**src/rtl/mem_stage_if.sv**
```systemverilog
// Bus between the EXE/MEM buffer, the MEM stage and the MEM/WB buffer.
// The master side issues instructions and the slave side is the MEM stage itself.
interface mem_stage_if #(
  parameter int DW  = 32,
  parameter int RFW = 5
);
  logic           valid_in;
  logic           is_load;
  logic           is_store;
  logic           reg_we_in;
  logic [2:0]     funct3;
  logic [DW-1:0]  addr;
  logic [DW-1:0]  wdata;
  logic [RFW-1:0] rd_in;

  logic           stall;
  logic           valid_out;
  logic           reg_we_out;
  logic [RFW-1:0] rd_out;
  logic [DW-1:0]  result;
  logic           misalign;

  modport master (
    output valid_in, is_load, is_store, reg_we_in, funct3, addr, wdata, rd_in,
    input  stall, valid_out, reg_we_out, rd_out, result, misalign
  );

  modport slave (
    input  valid_in, is_load, is_store, reg_we_in, funct3, addr, wdata, rd_in,
    output stall, valid_out, reg_we_out, rd_out, result, misalign
  );
endinterface

```
**src/rtl/mem_stage.sv**
```systemverilog
// MEM pipeline stage: word-organised synchronous data RAM with byte/half/word
// loads and stores. Loads take two cycles and stall upstream for one.
module mem_stage #(
  parameter int DW  = 32,
  parameter int RFW = 5,
  parameter int DMW = 6
) (
  input  logic         clk,
  input  logic         rst,
  mem_stage_if.slave   bus
);

  localparam int WORDS = 1 << DMW;

  typedef enum logic {
    IDLE,
    LOAD_WAIT
  } state_e;

  state_e         state_q, state_d;
  logic           valid_q, valid_d;
  logic           reg_we_q, reg_we_d;
  logic           mis_q, mis_d;
  logic [RFW-1:0] rd_q, rd_d;
  logic [DW-1:0]  result_q, result_d;

  logic [1:0]     off_q;
  logic [2:0]     f3_q;
  logic [RFW-1:0] ld_rd_q;
  logic           ld_mis_q;

  logic [DW-1:0]  mem [WORDS];
  logic [DW-1:0]  rdata_q;

  logic           is_byte, is_half, access_mis;
  logic           accept, load_acc, store_we;
  logic [DMW-1:0] word_idx;
  logic [3:0]     byte_en;
  logic [DW-1:0]  store_data;
  logic [7:0]     ld_byte;
  logic [15:0]    ld_half;
  logic [DW-1:0]  ld_data;
  logic           unused_addr;

  assign is_byte    = (bus.funct3[1:0] == 2'b00);
  assign is_half    = (bus.funct3[1:0] == 2'b01);
  assign access_mis = (is_half & bus.addr[0]) |
                      (~is_byte & ~is_half & (bus.addr[1:0] != 2'b00));

  // A load held upstream during LOAD_WAIT is never re-accepted because only IDLE accepts.
  assign accept   = ~rst & (state_q == IDLE) & bus.valid_in;
  assign load_acc = accept & bus.is_load;
  assign store_we = accept & bus.is_store & ~bus.is_load & ~access_mis;
  assign word_idx = bus.addr[DMW+1:2];

  assign unused_addr = ^bus.addr[DW-1:DMW+2];

  always_comb begin
    byte_en    = 4'b1111;
    store_data = bus.wdata;
    if (is_byte) begin
      byte_en    = 4'b0001 << bus.addr[1:0];
      store_data = {4{bus.wdata[7:0]}};
    end else if (is_half) begin
      byte_en    = bus.addr[1] ? 4'b1100 : 4'b0011;
      store_data = {2{bus.wdata[15:0]}};
    end
  end

  // RAM has no reset; stores commit and loads are read on the accepting edge.
  always_ff @(posedge clk) begin
    if (store_we) begin
      for (int i = 0; i < 4; i++) begin
        if (byte_en[i]) begin
          mem[word_idx][8*i +: 8] <= store_data[8*i +: 8];
        end
      end
    end
    if (load_acc) begin
      rdata_q <= mem[word_idx];
    end
  end

  always_ff @(posedge clk or posedge rst) begin
    if (rst) begin
      off_q    <= '0;
      f3_q     <= '0;
      ld_rd_q  <= '0;
      ld_mis_q <= 1'b0;
    end else if (load_acc) begin
      off_q    <= bus.addr[1:0];
      f3_q     <= bus.funct3;
      ld_rd_q  <= bus.rd_in;
      ld_mis_q <= access_mis;
    end
  end

  assign ld_byte = rdata_q[8*off_q +: 8];
  assign ld_half = off_q[1] ? rdata_q[31:16] : rdata_q[15:0];

  always_comb begin
    case (f3_q)
      3'b000:  ld_data = {{24{ld_byte[7]}}, ld_byte};
      3'b100:  ld_data = {24'b0, ld_byte};
      3'b001:  ld_data = {{16{ld_half[15]}}, ld_half};
      3'b101:  ld_data = {16'b0, ld_half};
      default: ld_data = rdata_q;
    endcase
  end

  always_ff @(posedge clk or posedge rst) begin
    if (rst) begin
      state_q  <= IDLE;
      valid_q  <= 1'b0;
      reg_we_q <= 1'b0;
      mis_q    <= 1'b0;
      rd_q     <= '0;
      result_q <= '0;
    end else begin
      state_q  <= state_d;
      valid_q  <= valid_d;
      reg_we_q <= reg_we_d;
      mis_q    <= mis_d;
      rd_q     <= rd_d;
      result_q <= result_d;
    end
  end

  always_comb begin
    state_d  = state_q;
    valid_d  = 1'b0;
    reg_we_d = 1'b0;
    mis_d    = 1'b0;
    rd_d     = rd_q;
    result_d = result_q;
    case (state_q)
      IDLE: begin
        if (bus.valid_in) begin
          if (bus.is_load) begin
            state_d = LOAD_WAIT;
          end else if (bus.is_store) begin
            valid_d  = 1'b1;
            rd_d     = bus.rd_in;
            result_d = '0;
            mis_d    = access_mis;
          end else begin
            valid_d  = 1'b1;
            rd_d     = bus.rd_in;
            result_d = bus.addr;
            reg_we_d = bus.reg_we_in;
          end
        end
      end
      LOAD_WAIT: begin
        state_d = IDLE;
        valid_d = 1'b1;
        rd_d    = ld_rd_q;
        if (ld_mis_q) begin
          result_d = '0;
          mis_d    = 1'b1;
        end else begin
          result_d = ld_data;
          reg_we_d = 1'b1;
        end
      end
      default: state_d = IDLE;
    endcase
  end

  assign bus.stall      = load_acc;
  assign bus.valid_out  = valid_q;
  assign bus.reg_we_out = reg_we_q;
  assign bus.misalign   = mis_q;
  assign bus.rd_out     = rd_q;
  assign bus.result     = result_q;

endmodule
```
**src/flat_wrapper.sv**
```systemverilog
// flat-port wrapper written by rule: the top's interface ports become plain ports
module mem_stage_flat 
#(
  parameter int DW  = 32,
  parameter int RFW = 5,
  parameter int DMW = 6
)
  (clk, rst, bus_valid_in, bus_is_load, bus_is_store, bus_reg_we_in, bus_funct3, bus_addr, bus_wdata, bus_rd_in, bus_stall, bus_valid_out, bus_reg_we_out, bus_rd_out, bus_result, bus_misalign);
  mem_stage_if #(.DW(DW), .RFW(RFW)) bus_i ();
  input  logic clk;
  input  logic rst;
  input wire logic [$bits(bus_i.valid_in)-1:0] bus_valid_in;
  input wire logic [$bits(bus_i.is_load)-1:0] bus_is_load;
  input wire logic [$bits(bus_i.is_store)-1:0] bus_is_store;
  input wire logic [$bits(bus_i.reg_we_in)-1:0] bus_reg_we_in;
  input wire logic [$bits(bus_i.funct3)-1:0] bus_funct3;
  input wire logic [$bits(bus_i.addr)-1:0] bus_addr;
  input wire logic [$bits(bus_i.wdata)-1:0] bus_wdata;
  input wire logic [$bits(bus_i.rd_in)-1:0] bus_rd_in;
  output wire logic [$bits(bus_i.stall)-1:0] bus_stall;
  output wire logic [$bits(bus_i.valid_out)-1:0] bus_valid_out;
  output wire logic [$bits(bus_i.reg_we_out)-1:0] bus_reg_we_out;
  output wire logic [$bits(bus_i.rd_out)-1:0] bus_rd_out;
  output wire logic [$bits(bus_i.result)-1:0] bus_result;
  output wire logic [$bits(bus_i.misalign)-1:0] bus_misalign;
  assign bus_i.valid_in = bus_valid_in;
  assign bus_i.is_load = bus_is_load;
  assign bus_i.is_store = bus_is_store;
  assign bus_i.reg_we_in = bus_reg_we_in;
  assign bus_i.funct3 = bus_funct3;
  assign bus_i.addr = bus_addr;
  assign bus_i.wdata = bus_wdata;
  assign bus_i.rd_in = bus_rd_in;
  assign bus_stall = bus_i.stall;
  assign bus_valid_out = bus_i.valid_out;
  assign bus_reg_we_out = bus_i.reg_we_out;
  assign bus_rd_out = bus_i.rd_out;
  assign bus_result = bus_i.result;
  assign bus_misalign = bus_i.misalign;
  mem_stage #(.DW(DW), .RFW(RFW), .DMW(DMW)) u_core (.clk(clk), .rst(rst), .bus(bus_i));
endmodule
```
**config.mk**
```make
export PLATFORM = sky130hd
export DESIGN_NAME = mem_stage_flat
export DESIGN_NICKNAME = d
export VERILOG_FILES = /design/src/rtl/mem_stage_if.sv /design/src/rtl/mem_stage.sv /design/src/flat_wrapper.sv
export SDC_FILE = /design/constraint.sdc
export NUM_CORES = 2
export LEC_CHECK = 0
export BUFFER_PORTS_ARGS = -buffer_cell sky130_fd_sc_hd__buf_2
export CAP_MARGIN = 5
export CORE_AREA = 3 3 446 448
export CTS_BUF_LIST = sky130_fd_sc_hd__clkbuf_4
export CTS_CLUSTER_DIAMETER = 80
export DETAILED_ROUTE_END_ITERATION = 10
export DIE_AREA = 0 0 449 451
export GPL_ROUTABILITY_DRIVEN = 0
export MAX_ROUTING_LAYER = met4
export PLACE_DENSITY = 0.55
export SYNTH_ARGS = -nofsm -noshare
export SYNTH_HDL_FRONTEND = slang
export SYNTH_SLANG_ARGS = --single-unit
```
**constraint.sdc**
```tcl
create_clock -name clk -period 4.8 [get_ports clk]
set_input_delay 0 -clock clk [delete_from_list [all_inputs] [get_ports clk]]
set_output_delay 0 -clock clk [all_outputs]
set_load 0.01 [all_outputs]
```
After elaboration in Yosys (flattened, before gate mapping)
Memory sizes are Yosys's and may differ from the RTL's. A register that Yosys moved wholly into a read port is not among the register bits.
Index checks and enable logic that the tools add are counted.
W data, S select, Z words.
{"block": "totals", "memories": 1, "wordCells": 82, "reg_bits": 52, "mem_bits_rw": 2048, "out_inout_bits": 41}
{"memory": "u_core.mem", "words": 64, "width": 32, "read_ports": 1, "rd_ports_with_merged_regs": 1, "write_ports": 1, "line": "mem_stage.sv:32", "source": "logic [DW-1:0] mem [WORDS];"}
{"block": "classes", "reduce_logical": 4, "n_eq_ne": 6, "bitwise_logic": 16, "mux": 43, "shift": 2}
{"operator": "$mux W32", "n": 6}
{"operator": "$pmux W32 S4", "n": 1}
{"operator": "$pmux W32 S2", "n": 1}
{"operator": "$shiftx A32 B6 Y8", "n": 1}
{"operator": "$mux W1", "n": 24}
{"operator": "$mux W16", "n": 1}
{"operator": "$mux W4", "n": 3}
{"operator": "$mux W5", "n": 2}
{"operator": "$pmux W5 S2", "n": 1}
{"operator": "$and A1 B1 Y1", "n": 9}
{"operator": "$pmux W1 S2", "n": 4}
{"operator": "$eq A3 B3 Y1 const B", "n": 2}
{"operator": "$not A1 Y1", "n": 6}
{"operator": "$ne A2 B2 Y1 const B", "n": 2}
{"operator": "$shl A1 B2 Y4 const A", "n": 1}
{"operator": "$eq A3 B1 Y1 const B", "n": 1}
{"operator": "$logic_not A3 Y1", "n": 1}
{"operator": "$eq A2 B1 Y1 const B", "n": 1}
{"operator": "$logic_not A2 Y1", "n": 1}
{"operator": "$reduce_and A2 Y1", "n": 1}
{"operator": "$reduce_bool A2 Y1", "n": 1}
{"operator": "$or A1 B1 Y1", "n": 1}

Logic depth before layout (Yosys ltp)
{"block": "depth", "word_depth": 9, "depth_mapped": 9}

Worst setup path after synthesis
Ideal clock, no wire load.
{"block": "synth_path", "kind": "in2reg", "from": "in bus_funct3[1]", "to": "mem u_core.mem[0][27], data pin", "setup_ns": 0.701, "slack_ns": 1.119, "n_path_buf": 2, "t_arrival_ns": 2.979, "cell_stages": 3, "required_ns": 4.099, "path_cell_list": "buf_1 clkbuf_1 o21ai_0"}
{"block": "synth_via", "elab_chain_cells": 3, "elab_cells_between_ends": 4, "classes_between": "eq/ne (1); mux (2); reduce/logical (1)"}
{"item": "start, declared", "line": "flat_wrapper.sv:16", "source": "input wire logic [$bits(bus_i.funct3)-1:0] bus_funct3;"}
{"item": "$eq A2 B1 Y1", "line": "mem_stage.sv:46", "source": "assign is_half = (bus.funct3[1:0] == 2'b01);"}
{"item": "$mux W32", "line": "mem_stage.sv:64", "source": "end else if (is_half) begin"}
{"item": "$mux W32 (*)", "line": "mem_stage.sv:61", "source": "if (is_byte) begin"}
{"item": "via u_core.store_data[27]", "line": "mem_stage.sv:39", "source": "logic [DW-1:0] store_data;"}
{"item": "end, declared", "line": "mem_stage.sv:32"}
Mark *: on every way through the listed nets, which the timed path passes. The rest lies on a longest branch.

Worst setup path in the final report
{"block": "layout_path", "from": "reg u_core.state_q", "to": "out bus_stall"}
{"block": "layout_via", "elab_chain_cells": 4}
{"item": "start, declared", "line": "mem_stage.sv:20", "source": "state_e state_q, state_d;"}
{"item": "start signal, assigned", "line": "mem_stage.sv:120", "source": "state_q <= state_d;"}
{"item": "$not A1 Y1", "line": "mem_stage.sv:51", "source": "assign accept = ~rst & (state_q == IDLE) & bus.valid_in;"}
{"item": "$and A1 B1 Y1 (2 in a row)", "line": "mem_stage.sv:51"}
{"item": "$and A1 B1 Y1", "line": "mem_stage.sv:52", "source": "assign load_acc = accept & bus.is_load;"}
{"item": "end, declared", "line": "flat_wrapper.sv:20", "source": "output wire logic [$bits(bus_i.stall)-1:0] bus_stall;"}
Every way passes these cells.

==> results.txt <==
----------------------------------------------------
[Global route]
  Initial antenna violation count ... 16
  Grt peak-use layer ... met2
  Global-route usage over all layers ... 26.2%
  Wire length of the first global-routing pass ... 368 mm
  Global routing met2 resource utilization ... 38.4%
  Aggregate global routing overflow ... 0
  Maximum number of pins on one net before global-route repair ... 95
  Global routing usage on met1 ... 34.2%
  Met3 Resource Use GR ... 7.32%
  Number of global-route vias before repair ... 49468

[Critical path]
  Critical path type ... flip-flop to output pin
  Startpoint Class ... flip-flop
  CP Launch Point ... u_core.state_q
  Endpoint of the worst register-to-register path ... u_core.mem[42][19]
  Reg-to-reg slack, setup ... 1.41 ns
  CP required ... 4.80 ns
  Maximum fanout count along the critical path ... 31
  Depth of the most critical reg-to-reg path ... 6
  Nature of the critical path endpoint ... output pin
  Worst endpoint data arrival time ... 3.65 ns
  Worst reg2reg startpoint ... u_core.state_q

[Floorplan]
  Floorplan die width ... 449 µm
  Height of the chip ... 451 µm
  Floorplan core area ... 0.195 mm²
  Number of placed I/O pins ... 119
  Initial cell density of the core ... 42.0%
  Rows ... 162
  Die Footprint ... 0.202 mm²

[Status]
  Run status ... complete, no violations

[Timing]
  Setup ws final ... 1.15 ns
  Final min period ... 3.65 ns
  Worst slew pin tran ... 1.31 ns
  Worst clock skew on the final layout ... 0.0922 ns
  Unrepaired setup endpoints after global routing ... false
  Number of max-slew violations in the final report ... 0
  Setup Viol. Count Final ... 0
  Number of hold violations in the final report ... 0
  Period Utilization, post-route ... 76.1%
  Sum Neg Setup Slack ... 0 ns
  Highest clock rate ... 274 MHz
  Worst rel slew slack ... 10.1%

[Yosys]
  Gate Count Post-Synth ... 4442
  Number of register bits inferred by synthesis ... 2132
  Average cell area after synthesis ... 18.5 µm²
  EDFF count, synth ... 2080
  Largest area contributor in the netlist ... edfxtp_1
  Portion of synthesized cell area occupied by the leading cell type ... 76.2%
  FFs w/ async S/R, synth ... 2.44%
  Distinct cell type count of the synthesized netlist ... 59
  Ranking of synthesized cells by area ... edfxtp_1, mux4_2, a22oi_1
  Post-synthesis sequential area ratio ... 77.8%
  Dominant register cell in the synthesized netlist ... edfxtp_1
  Net count after synthesis ... 4520
  Yosys warnings ... 0
  Post-synthesis cell area ... 0.0820 mm²

[Clock network]
  Clock sink count ... 2132
  Worst skew pair latency ... 1.35 ns
  Deepest clock path buffer count ... 4
  Resized Gates After CTS ... 0
  Clock transition at path regs ... 0.07 ns
  Total setup buffers inserted after CTS ... 0
  Clk Tree Root Cell ... clkbuf_4
  Clock H-tree levels ... 6
  Clock tree from TritonCTS ... yes
  Total clock buffers created by CTS ... 565

[Cells and area]
  Fraction of final layout cells sized beyond drive strength 1 ... 27.8%
  Post-Layout Inst Area ... 0.0960 mm²
  Commonest non-fill, non-tap cell in the layout ... edfxtp_1
  Final cell count without fillers ... 8303
  Commonest cells after routing, fill and taps aside ... edfxtp_1, clkbuf_4, nor2_1, a22oi_1, buf_4
  Layout area overhead ... 17.1%
  Nets@finish ... 5392

[Power]
  Peak supply drop ... 0.000260 V
  Portion of total power attributed to combinational logic ... 6.5%
  P_leak ... 0.0313 µW
  Pwr/cell area ... 405 mW/mm²
  Power Internal ... 29900 µW
  Sw Pwr ... 9020 µW
  Reg power frac ... 53.3%
  Fraction of power spent switching nets ... 23.2%
  Clk pwr share ... 40.1%

[Routing]
  Total iterations of the first detailed-routing run ... 5
  DRC violation total after the first TritonRoute iteration ... 5912
  Via count ... 48663
  Post-Route WL ... 260 mm
  Post-route ant nets ... 0
  DRC errors left ... 0
  Routed WL per cell ... 31.3 µm
  Via density per instance ... 5.86

[Place]
  Number of placed cells counting well taps ... 7150
  Worst setup slack before clock tree synthesis ... 0.894 ns
  Detailed placement HPWL ... 160 mm
  Input/output buffers ... 118
  Post-place instance area ... 0.0869 mm²

[Hold path]
  Hold Path Origin ... bus_addr[3]
  Cell depth of the worst hold path ... 6
  Tightest Hold Check Type ... primary input to flip-flop
  Endpoint of the worst hold path ... u_core.rdata_q[17]

[Run]
  Max-cap check violation count ... 0

----------------------------------------------------
## kinds of logic after synthesis
kind of cell | Yosys count | share of synthesized area, %
AOI/OAI and AO/OA | 814 | 7.22
buffers and inverters | 309 | 1.72
DFF | 2132 | 77.8
muxes | 475 | 9.46
and+or+nand+nor | 712 | 3.81
## state kept, by name (all words and copies together), names as in the netlist
name	flops
u_core.f3_q	3
u_core.ld_rd_q	5
u_core.state_q	1
u_core.rdata_q	32
u_core.ld_mis_q	1
u_core.bus.misalign	1
u_core.mem	2048
u_core.bus.result	32
u_core.off_q	2
u_core.bus.reg_we_out	1
u_core.bus.rd_out	5
u_core.bus.valid_out	1
## worst max-delay path, cell delays in order (launching register included)
cell,delay [ns]
dfrtp_1,0.39
buf_4,0.24
and3b_1,0.26
and2_2,0.92
buf_4,0.35
buf_2,0.16
## through the flow
step	hold slack, ns	total power [µW]	utilization, %
6_report	0.196	38900	49.2
5_1_grt	0.130	40400	49.2
4_1_cts	0.00162	39200	49.2
2_1_floorplan	0.0989	22400	-
3_5_place_dp	0.231	23400	44.5
3_3_place_gp	0.232	23400	44.5
## layer usage
| metal | share of wire (%) | vias to the layer above | wire length (µm) |
|---|---|---|---|
| met5 | 0 | - | 0 |
| met4 | 4.3 | 0 | 11100 |
| met3 | 10 | 518 | 26600 |
| met2 | 46 | 2759 | 119000 |
| met1 | 40 | 25054 | 103000 |
| li1 | - | 20332 | - |
## synth_stat cells (6+ instances only)
master,number
o211ai_1,6
and2_1,8
buf_6,13
clkbuf_1,163
a2111oi_0,28
a211oi_1,15
mux4_2,234
and3b_1,6
edfxtp_1,2080
o22a_1,13
mux2_2,54
a31oi_1,8
a41oi_1,26
buf_1,20
nor3b_1,6
buf_4,11
o21ai_1,20
o21a_1,16
a21oi_1,65
a221oi_1,99
dfrtp_1,52
nor2b_1,7
inv_1,7
nand2_1,131
nor2_1,418
nand4_1,84
o22ai_1,34
mux2i_1,183
nand2b_1,10
nand3b_1,6
nor3_1,9
a22oi_1,362
o21ai_0,81
o221ai_1,24
and3_1,9
o221a_2,6
buf_2,91
## power by group through the flow
stage	logic (µW)	registers, µW	clock network, µW
after floorplan	1230	21100	0
after global placement	2250	21100	0
after detailed placement	2280	21100	0
after CTS	2490	20700	16000
after global routing	2670	20700	17000
final	2540	20700	15600
## cell type report
class                           count  area [µm²]
Clock inverter                    100         713
Inverter                           11        48.8
Fill cell                       16373       99000
Sequential cell                  2132       63800
Clock buffer                      815        6120
Timing Repair Buffer              603        4980
Multi-Input combinational cell   2001       17000
Antenna cell                       17        42.5
Tap cell                         2624        3280
## worst max-delay path by stage
| stage | to | depth (start not counted) |
|---|---|---|
| floorplan | u_core.mem[0][27] | 3 |
| global placement | u_core.rdata_q[19] | 7 |
| detailed placement | u_core.rdata_q[13] | 8 |
| CTS | bus_stall | 5 |
| global route | bus_stall | 5 |
| finish | bus_stall | 5 |
## what timing repair did
| action | CTS | global route |
|---|---|---|
| endpoints found under the setup margin | 0 | 0 |
| hold buffers | 221 | 0 |
| endpoints found under the hold margin | 3433 | 0 |
Power figures use the tool's default switching activity.
